## config.mk

```make
export PLATFORM = sky130hd
export DESIGN_NAME = exu_bju_pipe_flat
export DESIGN_NICKNAME = d
export VERILOG_FILES = /design/src/rtl/exu_bju_pipe_if.sv /design/src/rtl/exu_bju_pipe.sv /design/src/flat_wrapper.sv
export SDC_FILE = /design/constraint.sdc
export NUM_CORES = 2
export LEC_CHECK = 0
export BUFFER_PORTS_ARGS = -buffer_cell sky130_fd_sc_hd__buf_2
export CAP_MARGIN = 10
export CORE_UTILIZATION = 25
export DETAILED_ROUTE_END_ITERATION = 6
export PLACE_DENSITY = 0.42
export SLEW_MARGIN = 20
export SYNTH_ARGS = -nofsm -noshare
export SYNTH_HDL_FRONTEND = slang
export SYNTH_SLANG_ARGS = --single-unit
```

## constraint.sdc

```tcl
create_clock -name clk -period 17.9 [get_ports clk]
set_input_delay 3.58 -clock clk [delete_from_list [all_inputs] [get_ports clk]]
set_output_delay 3.58 -clock clk [all_outputs]
set_load 0.02 [all_outputs]
```

## src/rtl/exu_bju_pipe_if.sv

```systemverilog
// ---------------------------------------------------------------------------
// exu_bju_pipe_if
// Bundle of every non-clock signal of the EXU branch/jump unit.
//   master : the IDU/RTU side. It drives issue, flush and ROB-ready, and it
//            observes issue-ready, completion, link writeback and redirect.
//   slave  : the branch/jump unit itself.
// Signal names keep the IDU/RTU/EXU naming used by the surrounding pipeline.
// ---------------------------------------------------------------------------
interface exu_bju_pipe_if #(
  parameter int XLEN   = 64,
  parameter int IID_W  = 5,
  parameter int PREG_W = 6
);
  // flush from retire unit
  logic              rtu_global_flush;
  // issue channel
  logic              idu_exu_bju_vld;
  logic              idu_exu_bju_rdy;
  logic [IID_W-1:0]  idu_exu_bju_iid;
  logic [6:0]        idu_exu_bju_opcode;
  logic [2:0]        idu_exu_bju_funct3;
  logic [XLEN-1:0]   idu_exu_bju_pc;
  logic [XLEN-1:0]   idu_exu_bju_psrc1_value;
  logic [XLEN-1:0]   idu_exu_bju_psrc2_value;
  logic              idu_exu_bju_pdst_vld;
  logic [PREG_W-1:0] idu_exu_bju_pdst;
  logic [XLEN-1:0]   idu_exu_bju_imm;
  logic              idu_exu_bju_pred_taken;
  logic [XLEN-1:0]   idu_exu_bju_pred_addr;
  // completion channel
  logic              rtu_exu_bju_rdy;
  logic              exu_rtu_rob_bju_complete;
  logic [IID_W-1:0]  exu_rtu_rob_bju_iid;
  logic              exu_rtu_rob_bju_mispred;
  // link writeback and redirect
  logic              exu_idu_rf_bju_wb_vld;
  logic [PREG_W-1:0] exu_idu_rf_bju_wb_preg;
  logic [XLEN-1:0]   exu_idu_rf_bju_wb_data;
  logic              exu_idu_rf_bju_pcjump_vld;
  logic [XLEN-1:0]   exu_idu_rf_bju_pcjump_addr;

  modport master (
    output rtu_global_flush,
    output idu_exu_bju_vld,
    input  idu_exu_bju_rdy,
    output idu_exu_bju_iid,
    output idu_exu_bju_opcode,
    output idu_exu_bju_funct3,
    output idu_exu_bju_pc,
    output idu_exu_bju_psrc1_value,
    output idu_exu_bju_psrc2_value,
    output idu_exu_bju_pdst_vld,
    output idu_exu_bju_pdst,
    output idu_exu_bju_imm,
    output idu_exu_bju_pred_taken,
    output idu_exu_bju_pred_addr,
    output rtu_exu_bju_rdy,
    input  exu_rtu_rob_bju_complete,
    input  exu_rtu_rob_bju_iid,
    input  exu_rtu_rob_bju_mispred,
    input  exu_idu_rf_bju_wb_vld,
    input  exu_idu_rf_bju_wb_preg,
    input  exu_idu_rf_bju_wb_data,
    input  exu_idu_rf_bju_pcjump_vld,
    input  exu_idu_rf_bju_pcjump_addr
  );

  modport slave (
    input  rtu_global_flush,
    input  idu_exu_bju_vld,
    output idu_exu_bju_rdy,
    input  idu_exu_bju_iid,
    input  idu_exu_bju_opcode,
    input  idu_exu_bju_funct3,
    input  idu_exu_bju_pc,
    input  idu_exu_bju_psrc1_value,
    input  idu_exu_bju_psrc2_value,
    input  idu_exu_bju_pdst_vld,
    input  idu_exu_bju_pdst,
    input  idu_exu_bju_imm,
    input  idu_exu_bju_pred_taken,
    input  idu_exu_bju_pred_addr,
    input  rtu_exu_bju_rdy,
    output exu_rtu_rob_bju_complete,
    output exu_rtu_rob_bju_iid,
    output exu_rtu_rob_bju_mispred,
    output exu_idu_rf_bju_wb_vld,
    output exu_idu_rf_bju_wb_preg,
    output exu_idu_rf_bju_wb_data,
    output exu_idu_rf_bju_pcjump_vld,
    output exu_idu_rf_bju_pcjump_addr
  );
endinterface

```

## src/rtl/exu_bju_pipe.sv

```systemverilog
// ---------------------------------------------------------------------------
// exu_bju_pipe
// Two-stage branch/jump unit.
//   E1 latches the raw issued micro-op.
//   The E1->E2 boundary resolves JAL / JALR / conditional branches, compares
//   the outcome against the front-end prediction, and registers the
//   completion, link writeback and redirect.
// A small kill FSM drops wrong-path issues after a mispredict until the
// retire unit flushes.
// Ports:
//   clk     : clock
//   rst_clk : asynchronous reset, active-high
//   bju     : exu_bju_pipe_if.slave. It carries flush, the issue handshake,
//             the ROB completion handshake, link writeback and redirect.
// ---------------------------------------------------------------------------
module exu_bju_pipe #(
  parameter int XLEN   = 64,
  parameter int IID_W  = 5,
  parameter int PREG_W = 6
) (
  input  logic           clk,
  input  logic           rst_clk,
  exu_bju_pipe_if.slave  bju
);

  localparam logic [6:0]      OPC_JAL    = 7'b1101111;
  localparam logic [6:0]      OPC_JALR   = 7'b1100111;
  localparam logic [6:0]      OPC_BRANCH = 7'b1100011;
  localparam logic [XLEN-1:0] PC_STEP    = {{(XLEN-3){1'b0}}, 3'b100};
  localparam logic [XLEN-1:0] JALR_MASK  = {{(XLEN-1){1'b1}}, 1'b0};

  typedef enum logic [0:0] {
    ST_NORMAL = 1'b0,
    ST_KILL   = 1'b1
  } kill_state_e;

  // E1 stage registers
  logic              r_e1_vld;
  logic [IID_W-1:0]  r_e1_iid;
  logic [6:0]        r_e1_opcode;
  logic [2:0]        r_e1_funct3;
  logic [XLEN-1:0]   r_e1_pc;
  logic [XLEN-1:0]   r_e1_src1;
  logic [XLEN-1:0]   r_e1_src2;
  logic              r_e1_pdst_vld;
  logic [PREG_W-1:0] r_e1_pdst;
  logic [XLEN-1:0]   r_e1_imm;
  logic              r_e1_pred_taken;
  logic [XLEN-1:0]   r_e1_pred_addr;

  // E2 stage registers (these drive the outputs directly)
  logic              r_e2_vld;
  logic [IID_W-1:0]  r_e2_iid;
  logic              r_e2_mispred;
  logic              r_e2_wb_vld;
  logic [PREG_W-1:0] r_e2_wb_preg;
  logic [XLEN-1:0]   r_e2_wb_data;
  logic              r_pcjump_vld;
  logic [XLEN-1:0]   r_pcjump_addr;

  kill_state_e       r_state;
  kill_state_e       w_state_nxt;

  // resolve / handshake wires
  logic              w_is_jal;
  logic              w_is_jalr;
  logic              w_is_br;
  logic              w_is_ctrl;
  logic              w_cond_taken;
  logic              w_taken;
  logic [XLEN-1:0]   w_link;
  logic [XLEN-1:0]   w_br_target;
  logic [XLEN-1:0]   w_jalr_target;
  logic [XLEN-1:0]   w_target;
  logic [XLEN-1:0]   w_actual_next;
  logic              w_mispred;
  logic              w_link_req;
  logic              w_e2_fire;
  logic              w_e1_adv;
  logic              w_kill_mode;
  logic              w_kill_trig;
  logic              w_issue_rdy;
  logic              w_issue_take;

  // Major-opcode decode of the op sitting in E1
  always_comb begin
    w_is_jal  = 1'b0;
    w_is_jalr = 1'b0;
    w_is_br   = 1'b0;
    case (r_e1_opcode)
      OPC_JAL:    w_is_jal  = 1'b1;
      OPC_JALR:   w_is_jalr = (r_e1_funct3 == 3'b000); // JALR with nonzero funct3 is NOP-class
      OPC_BRANCH: w_is_br   = 1'b1;
      default:    w_is_jal  = 1'b0;
    endcase
  end

  // Branch condition evaluation by funct3 (010/011 are never taken)
  always_comb begin
    w_cond_taken = 1'b0;
    case (r_e1_funct3)
      3'b000:  w_cond_taken = (r_e1_src1 == r_e1_src2);
      3'b001:  w_cond_taken = (r_e1_src1 != r_e1_src2);
      3'b100:  w_cond_taken = ($signed(r_e1_src1) <  $signed(r_e1_src2));
      3'b101:  w_cond_taken = ($signed(r_e1_src1) >= $signed(r_e1_src2));
      3'b110:  w_cond_taken = (r_e1_src1 <  r_e1_src2);
      3'b111:  w_cond_taken = (r_e1_src1 >= r_e1_src2);
      default: w_cond_taken = 1'b0;
    endcase
  end

  assign w_is_ctrl     = w_is_jal | w_is_jalr | w_is_br;
  assign w_link        = r_e1_pc + PC_STEP;
  assign w_br_target   = r_e1_pc + r_e1_imm;
  assign w_jalr_target = (r_e1_src1 + r_e1_imm) & JALR_MASK;
  assign w_taken       = w_is_jal | w_is_jalr | (w_is_br & w_cond_taken);
  assign w_link_req    = r_e1_pdst_vld & (w_is_jal | w_is_jalr);

  // Target and correct-path selection
  always_comb begin
    if (w_is_jalr) begin
      w_target = w_jalr_target;
    end else begin
      w_target = w_br_target;
    end
    if (w_taken) begin
      w_actual_next = w_target;
    end else begin
      w_actual_next = w_link;
    end
  end

  // A taken prediction is only correct if it also named the right target;
  // NOP-class ops can never mispredict.
  assign w_mispred = w_is_ctrl &
                     ((w_taken != r_e1_pred_taken) |
                      (w_taken & r_e1_pred_taken & (w_target != r_e1_pred_addr)));

  // Pipeline handshakes
  assign w_e2_fire    = r_e2_vld & bju.rtu_exu_bju_rdy;
  assign w_e1_adv     = r_e1_vld & (~r_e2_vld | bju.rtu_exu_bju_rdy);
  assign w_kill_trig  = ~w_kill_mode & w_e1_adv & w_mispred;
  assign w_issue_rdy  = w_kill_mode | ~r_e1_vld | w_e1_adv;
  // A wrong-path issue arriving at the mispredict edge is dropped as well.
  assign w_issue_take = bju.idu_exu_bju_vld & w_issue_rdy & ~bju.rtu_global_flush &
                        ~w_kill_mode & ~w_kill_trig;

  // Kill FSM: state register
  always_ff @(posedge clk or posedge rst_clk) begin
    if (rst_clk) begin
      r_state <= ST_NORMAL;
    end else begin
      r_state <= w_state_nxt;
    end
  end

  // Kill FSM: next-state logic (flush has priority over entering KILL)
  always_comb begin
    w_state_nxt = r_state;
    case (r_state)
      ST_NORMAL: begin
        if (bju.rtu_global_flush) begin
          w_state_nxt = ST_NORMAL;
        end else if (w_kill_trig) begin
          w_state_nxt = ST_KILL;
        end else begin
          w_state_nxt = ST_NORMAL;
        end
      end
      ST_KILL: begin
        if (bju.rtu_global_flush) begin
          w_state_nxt = ST_NORMAL;
        end else begin
          w_state_nxt = ST_KILL;
        end
      end
      default: w_state_nxt = ST_NORMAL;
    endcase
  end

  // Kill FSM: output decode
  always_comb begin
    w_kill_mode = 1'b0;
    case (r_state)
      ST_NORMAL: w_kill_mode = 1'b0;
      ST_KILL:   w_kill_mode = 1'b1;
      default:   w_kill_mode = 1'b0;
    endcase
  end

  // E1 occupancy: cleared by flush, by advancing, and always while killing
  always_ff @(posedge clk or posedge rst_clk) begin
    if (rst_clk) begin
      r_e1_vld <= 1'b0;
    end else if (bju.rtu_global_flush) begin
      r_e1_vld <= 1'b0;
    end else if (w_issue_take) begin
      r_e1_vld <= 1'b1;
    end else if (w_e1_adv | w_kill_mode) begin
      r_e1_vld <= 1'b0;
    end else begin
      r_e1_vld <= r_e1_vld;
    end
  end

  // E1 payload capture on every accepted issue
  always_ff @(posedge clk or posedge rst_clk) begin
    if (rst_clk) begin
      r_e1_iid        <= {IID_W{1'b0}};
      r_e1_opcode     <= 7'b0000000;
      r_e1_funct3     <= 3'b000;
      r_e1_pc         <= {XLEN{1'b0}};
      r_e1_src1       <= {XLEN{1'b0}};
      r_e1_src2       <= {XLEN{1'b0}};
      r_e1_pdst_vld   <= 1'b0;
      r_e1_pdst       <= {PREG_W{1'b0}};
      r_e1_imm        <= {XLEN{1'b0}};
      r_e1_pred_taken <= 1'b0;
      r_e1_pred_addr  <= {XLEN{1'b0}};
    end else if (w_issue_take) begin
      r_e1_iid        <= bju.idu_exu_bju_iid;
      r_e1_opcode     <= bju.idu_exu_bju_opcode;
      r_e1_funct3     <= bju.idu_exu_bju_funct3;
      r_e1_pc         <= bju.idu_exu_bju_pc;
      r_e1_src1       <= bju.idu_exu_bju_psrc1_value;
      r_e1_src2       <= bju.idu_exu_bju_psrc2_value;
      r_e1_pdst_vld   <= bju.idu_exu_bju_pdst_vld;
      r_e1_pdst       <= bju.idu_exu_bju_pdst;
      r_e1_imm        <= bju.idu_exu_bju_imm;
      r_e1_pred_taken <= bju.idu_exu_bju_pred_taken;
      r_e1_pred_addr  <= bju.idu_exu_bju_pred_addr;
    end else begin
      r_e1_iid        <= r_e1_iid;
    end
  end

  // E2 result register. A new op replaces a draining one with no bubble.
  // The redirect is set only on the load edge, so it is a single pulse
  // even when completion stalls.
  always_ff @(posedge clk or posedge rst_clk) begin
    if (rst_clk) begin
      r_e2_vld      <= 1'b0;
      r_e2_iid      <= {IID_W{1'b0}};
      r_e2_mispred  <= 1'b0;
      r_e2_wb_vld   <= 1'b0;
      r_e2_wb_preg  <= {PREG_W{1'b0}};
      r_e2_wb_data  <= {XLEN{1'b0}};
      r_pcjump_vld  <= 1'b0;
      r_pcjump_addr <= {XLEN{1'b0}};
    end else if (bju.rtu_global_flush) begin
      r_e2_vld      <= 1'b0;
      r_e2_iid      <= {IID_W{1'b0}};
      r_e2_mispred  <= 1'b0;
      r_e2_wb_vld   <= 1'b0;
      r_e2_wb_preg  <= {PREG_W{1'b0}};
      r_e2_wb_data  <= {XLEN{1'b0}};
      r_pcjump_vld  <= 1'b0;
      r_pcjump_addr <= {XLEN{1'b0}};
    end else if (w_e1_adv) begin
      r_e2_vld      <= 1'b1;
      r_e2_iid      <= r_e1_iid;
      r_e2_mispred  <= w_mispred;
      r_e2_wb_vld   <= w_link_req;
      r_e2_wb_preg  <= r_e1_pdst;
      r_e2_wb_data  <= w_link;
      r_pcjump_vld  <= w_mispred;
      if (w_mispred) begin
        r_pcjump_addr <= w_actual_next;
      end else begin
        r_pcjump_addr <= r_pcjump_addr;
      end
    end else if (w_e2_fire) begin
      r_e2_vld      <= 1'b0;
      r_e2_mispred  <= 1'b0;
      r_e2_wb_vld   <= 1'b0;
      r_pcjump_vld  <= 1'b0;
    end else begin
      r_pcjump_vld  <= 1'b0;
    end
  end

  assign bju.idu_exu_bju_rdy            = w_issue_rdy;
  assign bju.exu_rtu_rob_bju_complete   = r_e2_vld;
  assign bju.exu_rtu_rob_bju_iid        = r_e2_iid;
  assign bju.exu_rtu_rob_bju_mispred    = r_e2_mispred;
  assign bju.exu_idu_rf_bju_wb_vld      = r_e2_wb_vld;
  assign bju.exu_idu_rf_bju_wb_preg     = r_e2_wb_preg;
  assign bju.exu_idu_rf_bju_wb_data     = r_e2_wb_data;
  assign bju.exu_idu_rf_bju_pcjump_vld  = r_pcjump_vld;
  assign bju.exu_idu_rf_bju_pcjump_addr = r_pcjump_addr;

endmodule

```

## src/flat_wrapper.sv

```systemverilog
// flat-port wrapper written by rule: the top's interface ports become plain ports
module exu_bju_pipe_flat 
#(
  parameter int XLEN   = 64,
  parameter int IID_W  = 5,
  parameter int PREG_W = 6
)
  (clk, rst_clk, bju_rtu_global_flush, bju_idu_exu_bju_vld, bju_idu_exu_bju_rdy, bju_idu_exu_bju_iid, bju_idu_exu_bju_opcode, bju_idu_exu_bju_funct3, bju_idu_exu_bju_pc, bju_idu_exu_bju_psrc1_value, bju_idu_exu_bju_psrc2_value, bju_idu_exu_bju_pdst_vld, bju_idu_exu_bju_pdst, bju_idu_exu_bju_imm, bju_idu_exu_bju_pred_taken, bju_idu_exu_bju_pred_addr, bju_rtu_exu_bju_rdy, bju_exu_rtu_rob_bju_complete, bju_exu_rtu_rob_bju_iid, bju_exu_rtu_rob_bju_mispred, bju_exu_idu_rf_bju_wb_vld, bju_exu_idu_rf_bju_wb_preg, bju_exu_idu_rf_bju_wb_data, bju_exu_idu_rf_bju_pcjump_vld, bju_exu_idu_rf_bju_pcjump_addr);
  exu_bju_pipe_if #(.XLEN(XLEN), .IID_W(IID_W), .PREG_W(PREG_W)) bju_i ();
  input  logic clk;
  input  logic rst_clk;
  input wire logic [$bits(bju_i.rtu_global_flush)-1:0] bju_rtu_global_flush;
  input wire logic [$bits(bju_i.idu_exu_bju_vld)-1:0] bju_idu_exu_bju_vld;
  output wire logic [$bits(bju_i.idu_exu_bju_rdy)-1:0] bju_idu_exu_bju_rdy;
  input wire logic [$bits(bju_i.idu_exu_bju_iid)-1:0] bju_idu_exu_bju_iid;
  input wire logic [$bits(bju_i.idu_exu_bju_opcode)-1:0] bju_idu_exu_bju_opcode;
  input wire logic [$bits(bju_i.idu_exu_bju_funct3)-1:0] bju_idu_exu_bju_funct3;
  input wire logic [$bits(bju_i.idu_exu_bju_pc)-1:0] bju_idu_exu_bju_pc;
  input wire logic [$bits(bju_i.idu_exu_bju_psrc1_value)-1:0] bju_idu_exu_bju_psrc1_value;
  input wire logic [$bits(bju_i.idu_exu_bju_psrc2_value)-1:0] bju_idu_exu_bju_psrc2_value;
  input wire logic [$bits(bju_i.idu_exu_bju_pdst_vld)-1:0] bju_idu_exu_bju_pdst_vld;
  input wire logic [$bits(bju_i.idu_exu_bju_pdst)-1:0] bju_idu_exu_bju_pdst;
  input wire logic [$bits(bju_i.idu_exu_bju_imm)-1:0] bju_idu_exu_bju_imm;
  input wire logic [$bits(bju_i.idu_exu_bju_pred_taken)-1:0] bju_idu_exu_bju_pred_taken;
  input wire logic [$bits(bju_i.idu_exu_bju_pred_addr)-1:0] bju_idu_exu_bju_pred_addr;
  input wire logic [$bits(bju_i.rtu_exu_bju_rdy)-1:0] bju_rtu_exu_bju_rdy;
  output wire logic [$bits(bju_i.exu_rtu_rob_bju_complete)-1:0] bju_exu_rtu_rob_bju_complete;
  output wire logic [$bits(bju_i.exu_rtu_rob_bju_iid)-1:0] bju_exu_rtu_rob_bju_iid;
  output wire logic [$bits(bju_i.exu_rtu_rob_bju_mispred)-1:0] bju_exu_rtu_rob_bju_mispred;
  output wire logic [$bits(bju_i.exu_idu_rf_bju_wb_vld)-1:0] bju_exu_idu_rf_bju_wb_vld;
  output wire logic [$bits(bju_i.exu_idu_rf_bju_wb_preg)-1:0] bju_exu_idu_rf_bju_wb_preg;
  output wire logic [$bits(bju_i.exu_idu_rf_bju_wb_data)-1:0] bju_exu_idu_rf_bju_wb_data;
  output wire logic [$bits(bju_i.exu_idu_rf_bju_pcjump_vld)-1:0] bju_exu_idu_rf_bju_pcjump_vld;
  output wire logic [$bits(bju_i.exu_idu_rf_bju_pcjump_addr)-1:0] bju_exu_idu_rf_bju_pcjump_addr;
  assign bju_i.rtu_global_flush = bju_rtu_global_flush;
  assign bju_i.idu_exu_bju_vld = bju_idu_exu_bju_vld;
  assign bju_idu_exu_bju_rdy = bju_i.idu_exu_bju_rdy;
  assign bju_i.idu_exu_bju_iid = bju_idu_exu_bju_iid;
  assign bju_i.idu_exu_bju_opcode = bju_idu_exu_bju_opcode;
  assign bju_i.idu_exu_bju_funct3 = bju_idu_exu_bju_funct3;
  assign bju_i.idu_exu_bju_pc = bju_idu_exu_bju_pc;
  assign bju_i.idu_exu_bju_psrc1_value = bju_idu_exu_bju_psrc1_value;
  assign bju_i.idu_exu_bju_psrc2_value = bju_idu_exu_bju_psrc2_value;
  assign bju_i.idu_exu_bju_pdst_vld = bju_idu_exu_bju_pdst_vld;
  assign bju_i.idu_exu_bju_pdst = bju_idu_exu_bju_pdst;
  assign bju_i.idu_exu_bju_imm = bju_idu_exu_bju_imm;
  assign bju_i.idu_exu_bju_pred_taken = bju_idu_exu_bju_pred_taken;
  assign bju_i.idu_exu_bju_pred_addr = bju_idu_exu_bju_pred_addr;
  assign bju_i.rtu_exu_bju_rdy = bju_rtu_exu_bju_rdy;
  assign bju_exu_rtu_rob_bju_complete = bju_i.exu_rtu_rob_bju_complete;
  assign bju_exu_rtu_rob_bju_iid = bju_i.exu_rtu_rob_bju_iid;
  assign bju_exu_rtu_rob_bju_mispred = bju_i.exu_rtu_rob_bju_mispred;
  assign bju_exu_idu_rf_bju_wb_vld = bju_i.exu_idu_rf_bju_wb_vld;
  assign bju_exu_idu_rf_bju_wb_preg = bju_i.exu_idu_rf_bju_wb_preg;
  assign bju_exu_idu_rf_bju_wb_data = bju_i.exu_idu_rf_bju_wb_data;
  assign bju_exu_idu_rf_bju_pcjump_vld = bju_i.exu_idu_rf_bju_pcjump_vld;
  assign bju_exu_idu_rf_bju_pcjump_addr = bju_i.exu_idu_rf_bju_pcjump_addr;
  exu_bju_pipe #(.XLEN(XLEN), .IID_W(IID_W), .PREG_W(PREG_W)) u_core (.clk(clk), .rst_clk(rst_clk), .bju(bju_i));
endmodule
```

======== Word-level counts from Yosys, hierarchy flattened ========
Cells that the tools add are included.
storage, ports and cells
  flip-flop bits (word level) ............. 488
  bits of input ports ..................... 348
  output and inout port bits .............. 144
  word-level logic and storage cells ...... 105
cells by class
  add/subtract/negate cells ............... 3
  magnitude comparators ................... 4
  eq/ne operators ......................... 12
  mux-type cells .......................... 32
  bitwise logic cells ..................... 27
  reduce and logical (&&, ||, !) cells .... 6
operators by type and width
  kind                   number
  $mux 64                7
  $add 64x64->64         2
  $ge 64x64->1           2
  $lt 64x64->1           2
  $ne 64x64->1           2
  $add 64x3->64 const B  1
  $eq 64x64->1           1
  $eq 7x7->1 const B     3
  $mux 1                 18
  $and 1x1->1            13
  $eq 3x3->1 const B     4
  $mux 6                 2
  $mux 5                 2
  $or 1x1->1             8
  $not 1->1              6
  $pmux 1 s6             1
  $reduce_bool 3->1      2
  $pmux 1 s2             2
  $reduce_bool 2->1      2
  $eq 3x1->1 const B     1
  $logic_not 3->1        1
  $reduce_and 2->1       1
  $ne 1x1->1             1

======== Depth between registers and ports, before layout ========
  depth after elaboration ................. 13
  gate-level depth with buffers ........... 29
  mapped depth without buffers ............ 25

======== Worst setup path after synthesis ========
Ideal clock, no wire load.
  path type ............................... in2out
  from .................................... in bju_rtu_exu_bju_rdy
  to ...................................... out bju_idu_exu_bju_rdy
  arrival time ............................ 4.237 ns
  data required time ...................... 14.320 ns
  setup slack ............................. 10.083 ns
  stages on the path ...................... 3
  path buffers ............................ 0
  cell sequence ........................... nor2b_1 nand2_1 or2_2
on the way
  longest elaborated chain between the ends .. 3
RTL lines
  what                RTL line             text
  start: declaration  flat_wrapper.sv:26   input wire logic [$bits(bju_i.rtu_exu_bju_rdy)-1:0] bju_rtu_exu_bju_rdy;
  $or 1x1->1          exu_bju_pipe.sv:141  assign w_e1_adv = r_e1_vld & (~r_e2_vld | bju.rtu_exu_bju_rdy);
  $and 1x1->1         exu_bju_pipe.sv:141
  $or 1x1->1          exu_bju_pipe.sv:143  assign w_issue_rdy = w_kill_mode | ~r_e1_vld | w_e1_adv;
  end: declaration    flat_wrapper.sv:14   output wire logic [$bits(bju_i.idu_exu_bju_rdy)-1:0] bju_idu_exu_bju_rdy;
No other way between the ends.

======== Worst setup path in the final report ========
  from .................................... reg u_core.r_e1_src1[25]
  to ...................................... reg u_core.r_e1_imm[26]
on the way
  longest elaborated chain between the ends .. 11
  elaborated cells between the ends (all ways) .. 20
  those cells by class .................... add/sub: 1; order compare: 4; eq/ne: 4; mux: 2; bitwise: 9
RTL lines
  what                                  RTL line             text
  start: declaration                    exu_bju_pipe.sv:43   logic [XLEN-1:0] r_e1_src1;
  start signal: assignment              exu_bju_pipe.sv:213  r_e1_src1 <= {XLEN{1'b0}};
  start signal: assignment              exu_bju_pipe.sv:225  r_e1_src1 <= bju.idu_exu_bju_psrc1_value;
  $ge 64x64->1 (tied with other cells)  exu_bju_pipe.sv:107  3'b111: w_cond_taken = (r_e1_src1 >= r_e1_src2);
  $pmux 1 s6                            exu_bju_pipe.sv:101  case (r_e1_funct3)
  $and 1x1->1                           exu_bju_pipe.sv:116  assign w_taken = w_is_jal | w_is_jalr | (w_is_br & w_cond_taken);
  $or 1x1->1                            exu_bju_pipe.sv:116
  $and 1x1->1 (2 in series)             exu_bju_pipe.sv:137  (w_taken & r_e1_pred_taken & (w_target != r_e1_pred_addr)));
  $or 1x1->1 *                          exu_bju_pipe.sv:136  ((w_taken != r_e1_pred_taken) |
  $and 1x1->1 *                         exu_bju_pipe.sv:135  assign w_mispred = w_is_ctrl &
  $and 1x1->1 *                         exu_bju_pipe.sv:142  assign w_kill_trig = ~w_kill_mode & w_e1_adv & w_mispred;
  $not 1->1 *                           exu_bju_pipe.sv:146  ~w_kill_mode & ~w_kill_trig;
  $and 1x1->1 *                         exu_bju_pipe.sv:146
  end signal: assignment                exu_bju_pipe.sv:217  r_e1_imm <= {XLEN{1'b0}};
  end signal: assignment                exu_bju_pipe.sv:229  r_e1_imm <= bju.idu_exu_bju_imm;
  end: declaration                      exu_bju_pipe.sv:47   logic [XLEN-1:0] r_e1_imm;
Mark *: on every way between the ends. The rest lies on a longest branch, timed or not.
A chain may end at the register's enable or synchronous reset.

==> reports/metrics.csv <==
metric,value,unit
path_delay_family,compound AO/OA/AOI/OAI gates,
yosys.area.top_type_share,0.360,
yosysTopAreaCell,dfrtp_1,
htreeDepth,2,
synth.area.top_cells,"dfrtp_1, ha_1, mux2_2, mux2_1, a21oi_1",
cts.sinks,488,
globalplace.congestion,0.924,
period_minus_slack,9.61,ns
worstSetupPathType,reg -> reg,
hold_path.startpoint,u_core.r_e1_src2[41]$_DFFE_PP0P_,
dieArea,137000,um2
worstHoldPathType,reg -> reg,
fillers,14400,
grt_setup_unrepaired,no,
arrival,10.16,ns
hold_violations,0,
finClkSkew,0.0303,ns
slew-limit-headroom,0.255,
cts_root_buf,clkbuf_16,
grt_max_degree,149,
numCtsBuffers,59,
cts_tree,done,
drt-pass1-iter-count,6,
cp-start-kind,register,
path_buf_inv,4,
ant_nets,0,
crit_path_max_fanout,148,
final_util,0.298,
cpMostUsedCell,a21o_1,
endpoint_kind,register,
seq_area_frac_synth,0.360,
areaGrowthSynthToFinish,17.7,%
cp-startpoint,u_core.r_e1_src1[25]$_DFFE_PP0P_,
netlist-cell-type-count,94,
insertion_delay,0.69,ns
portBuffers,491,
p_leak,17.6,nW
fmax,0.104,GHz
cap_violations,0,
yosysMostFrequentCell,dfrtp_1,
synthArstFlopShare,1.00,
syn_nets,4180,
synth_seq_cells,488,
seq_area,12200,um2
antenna_found_initial,33,
drt-initial-drc-count,2547,
setup_viol,0,
post-route-period-util,0.537,
drcViolationCount,0,
max_stage_delay,0.99,ns
clkTransAtPathRegs,0.06,ns
cp_data_required_time,18.45,ns
cts_resized,0,
route.vias.total,30700,
grt_usage,0.219,
io_pins,492,
syn-cell-area,34000,um2
status,"complete, no violations",
drv_slew,0,
synthCells,3639,
vdd_drop_max,76.4,uV
final_layout_size_suffix_gt1_frac,0.210,
routed_wl,155000,um
core,134000,um2
initial_utilization,0.253,
grt_first_pass_wirelength,219000,um
die_y,371,um
die_x,371,um
synth_common_cells,"dfrtp_1, a21oi_1, nor2_1",
power_density,121,nW/um2
finalSetupTns,0,ns
cts_buffer_depth,3,
vias_per_cell,5.27,
synth-main-ff-cell,dfrtp_1,
post_cts_buffers,0,
overflow,0,
routedWlPerCell,26.5,um
rows,134,
reg2reg_from,u_core.r_e1_src1[25]$_DFFE_PP0P_,
cpMaxStageDelayCell,a222oi_1,
cts_hold_buffers,0,
multiInputGateArea,20400,um2
grt_pass1_vias,29600,
yosysWarnings,0,
fin_nets,4547,
postSynthAreaPerCell,9.33,um2
synth_edf_count,0,
worst_slew_pin_slew,1.12,ns
dp_hpwl,125000,um
-- where the power goes --
group / switching [mW] / total (mW) / internal, mW
registers: 0.217 / 1.45 / 1.23
clock network: 0.523 / 1.29 / 0.763
logic: 1.35 / 2.09 / 0.739
-- per-stage QoR --
stage	cells	setup slack [ns]	power, mW	hold WS, ns	cell area (um2)
2_1_floorplan	3639	0.701	2.70	0.458	34000
3_5_place_dp	5713	8.20	3.52	0.475	37900
6_report	5824	8.29	4.83	0.485	40000
4_1_cts	5821	8.16	4.84	0.489	40000
3_3_place_gp	5713	8.27	3.52	0.468	37900
5_1_grt	5823	7.91	5.08	0.503	40000
-- area by class of cell --
| class | instances | share of cell area |
|---|---|---|
| antenna | 3 | 0.000188 |
| clock buffer | 85 | 0.0427 |
| clock inverter | 23 | 0.00858 |
| inverter | 107 | 0.0102 |
| multi-input combinational | 2830 | 0.510 |
| sequential | 488 | 0.305 |
| tap | 1768 | 0.0553 |
| timing repair buffer | 520 | 0.0679 |
-- metal layers --
layer  part of all wire  vias up  global-route usage
li1                   -    14200                   -
met1               0.47    15300               0.316
met2               0.45      949               0.343
met3              0.063      168              0.0378
met4              0.018       56              0.0404
met5             0.0021        -                   0
-- final timing paths --
check	endpoint	cells past startpoint	slack (ns)
max	u_core.r_e1_imm[26]$_DFFE_PP0P_	27	8.29
min	u_core.r_e1_src2[41]$_DFFE_PP0P_	1	0.49
max reg2reg	u_core.r_e1_imm[26]$_DFFE_PP0P_	27	8.29
min reg2reg	u_core.r_e1_src2[41]$_DFFE_PP0P_	1	0.49
max in group asynchronous	u_core.r_e1_src2[4]$_DFFE_PP0P_	4	12.55
min in group asynchronous	u_core.bju.exu_idu_rf_bju_wb_data[54]$_DFFE_PP0P_	2	3.01
-- cell families (layout without fill, tap and decap cells) --
group | after synthesis | in the layout | share of synthesized area
AOI/OAI and AO/OA | 954 | 954 | 0.179
adders and majority gates | 193 | 193 | 0.0715
xor gates and xnor gates | 206 | 206 | 0.0552
other | 0 | 3 | 0
muxes | 435 | 435 | 0.141
DFF | 488 | 488 | 0.360
buffers and inverters | 321 | 735 | 0.0433
and+or+nand+nor | 1042 | 1042 | 0.150
-- placed cells by master (no fill, tap or decap), types with 38 or more instances in the layout --
cell type / instances
nor3_1: 67
mux2i_1: 87
and3_1: 38
dfrtp_1: 488
clkbuf_16: 60
mux2_2: 189
mux2_1: 159
nand4_1: 107
buf_2: 490
ha_1: 191
a211oi_1: 86
o21ai_0: 202
nor2_1: 269
inv_1: 106
nand3_1: 128
nand2_1: 268
a21o_1: 61
a21oi_1: 303
xnor2_1: 104
xor2_1: 97
-- sequential cells by signal, indices dropped and copies added (netlist names), 3 cells and up --
name / count
u_core.bju.exu_idu_rf_bju_pcjump_addr: 64
u_core.bju.exu_idu_rf_bju_wb_data: 64
u_core.r_e1_imm: 64
u_core.r_e1_pc: 64
u_core.r_e1_pred_addr: 64
u_core.r_e1_src1: 64
u_core.r_e1_src2: 64
u_core.r_e1_opcode: 7
u_core.bju.exu_idu_rf_bju_wb_preg: 6
u_core.r_e1_pdst: 6
u_core.bju.exu_rtu_rob_bju_iid: 5
u_core.r_e1_iid: 5
u_core.r_e1_funct3: 3
Note: power is estimated with default switching activity, not from simulation.
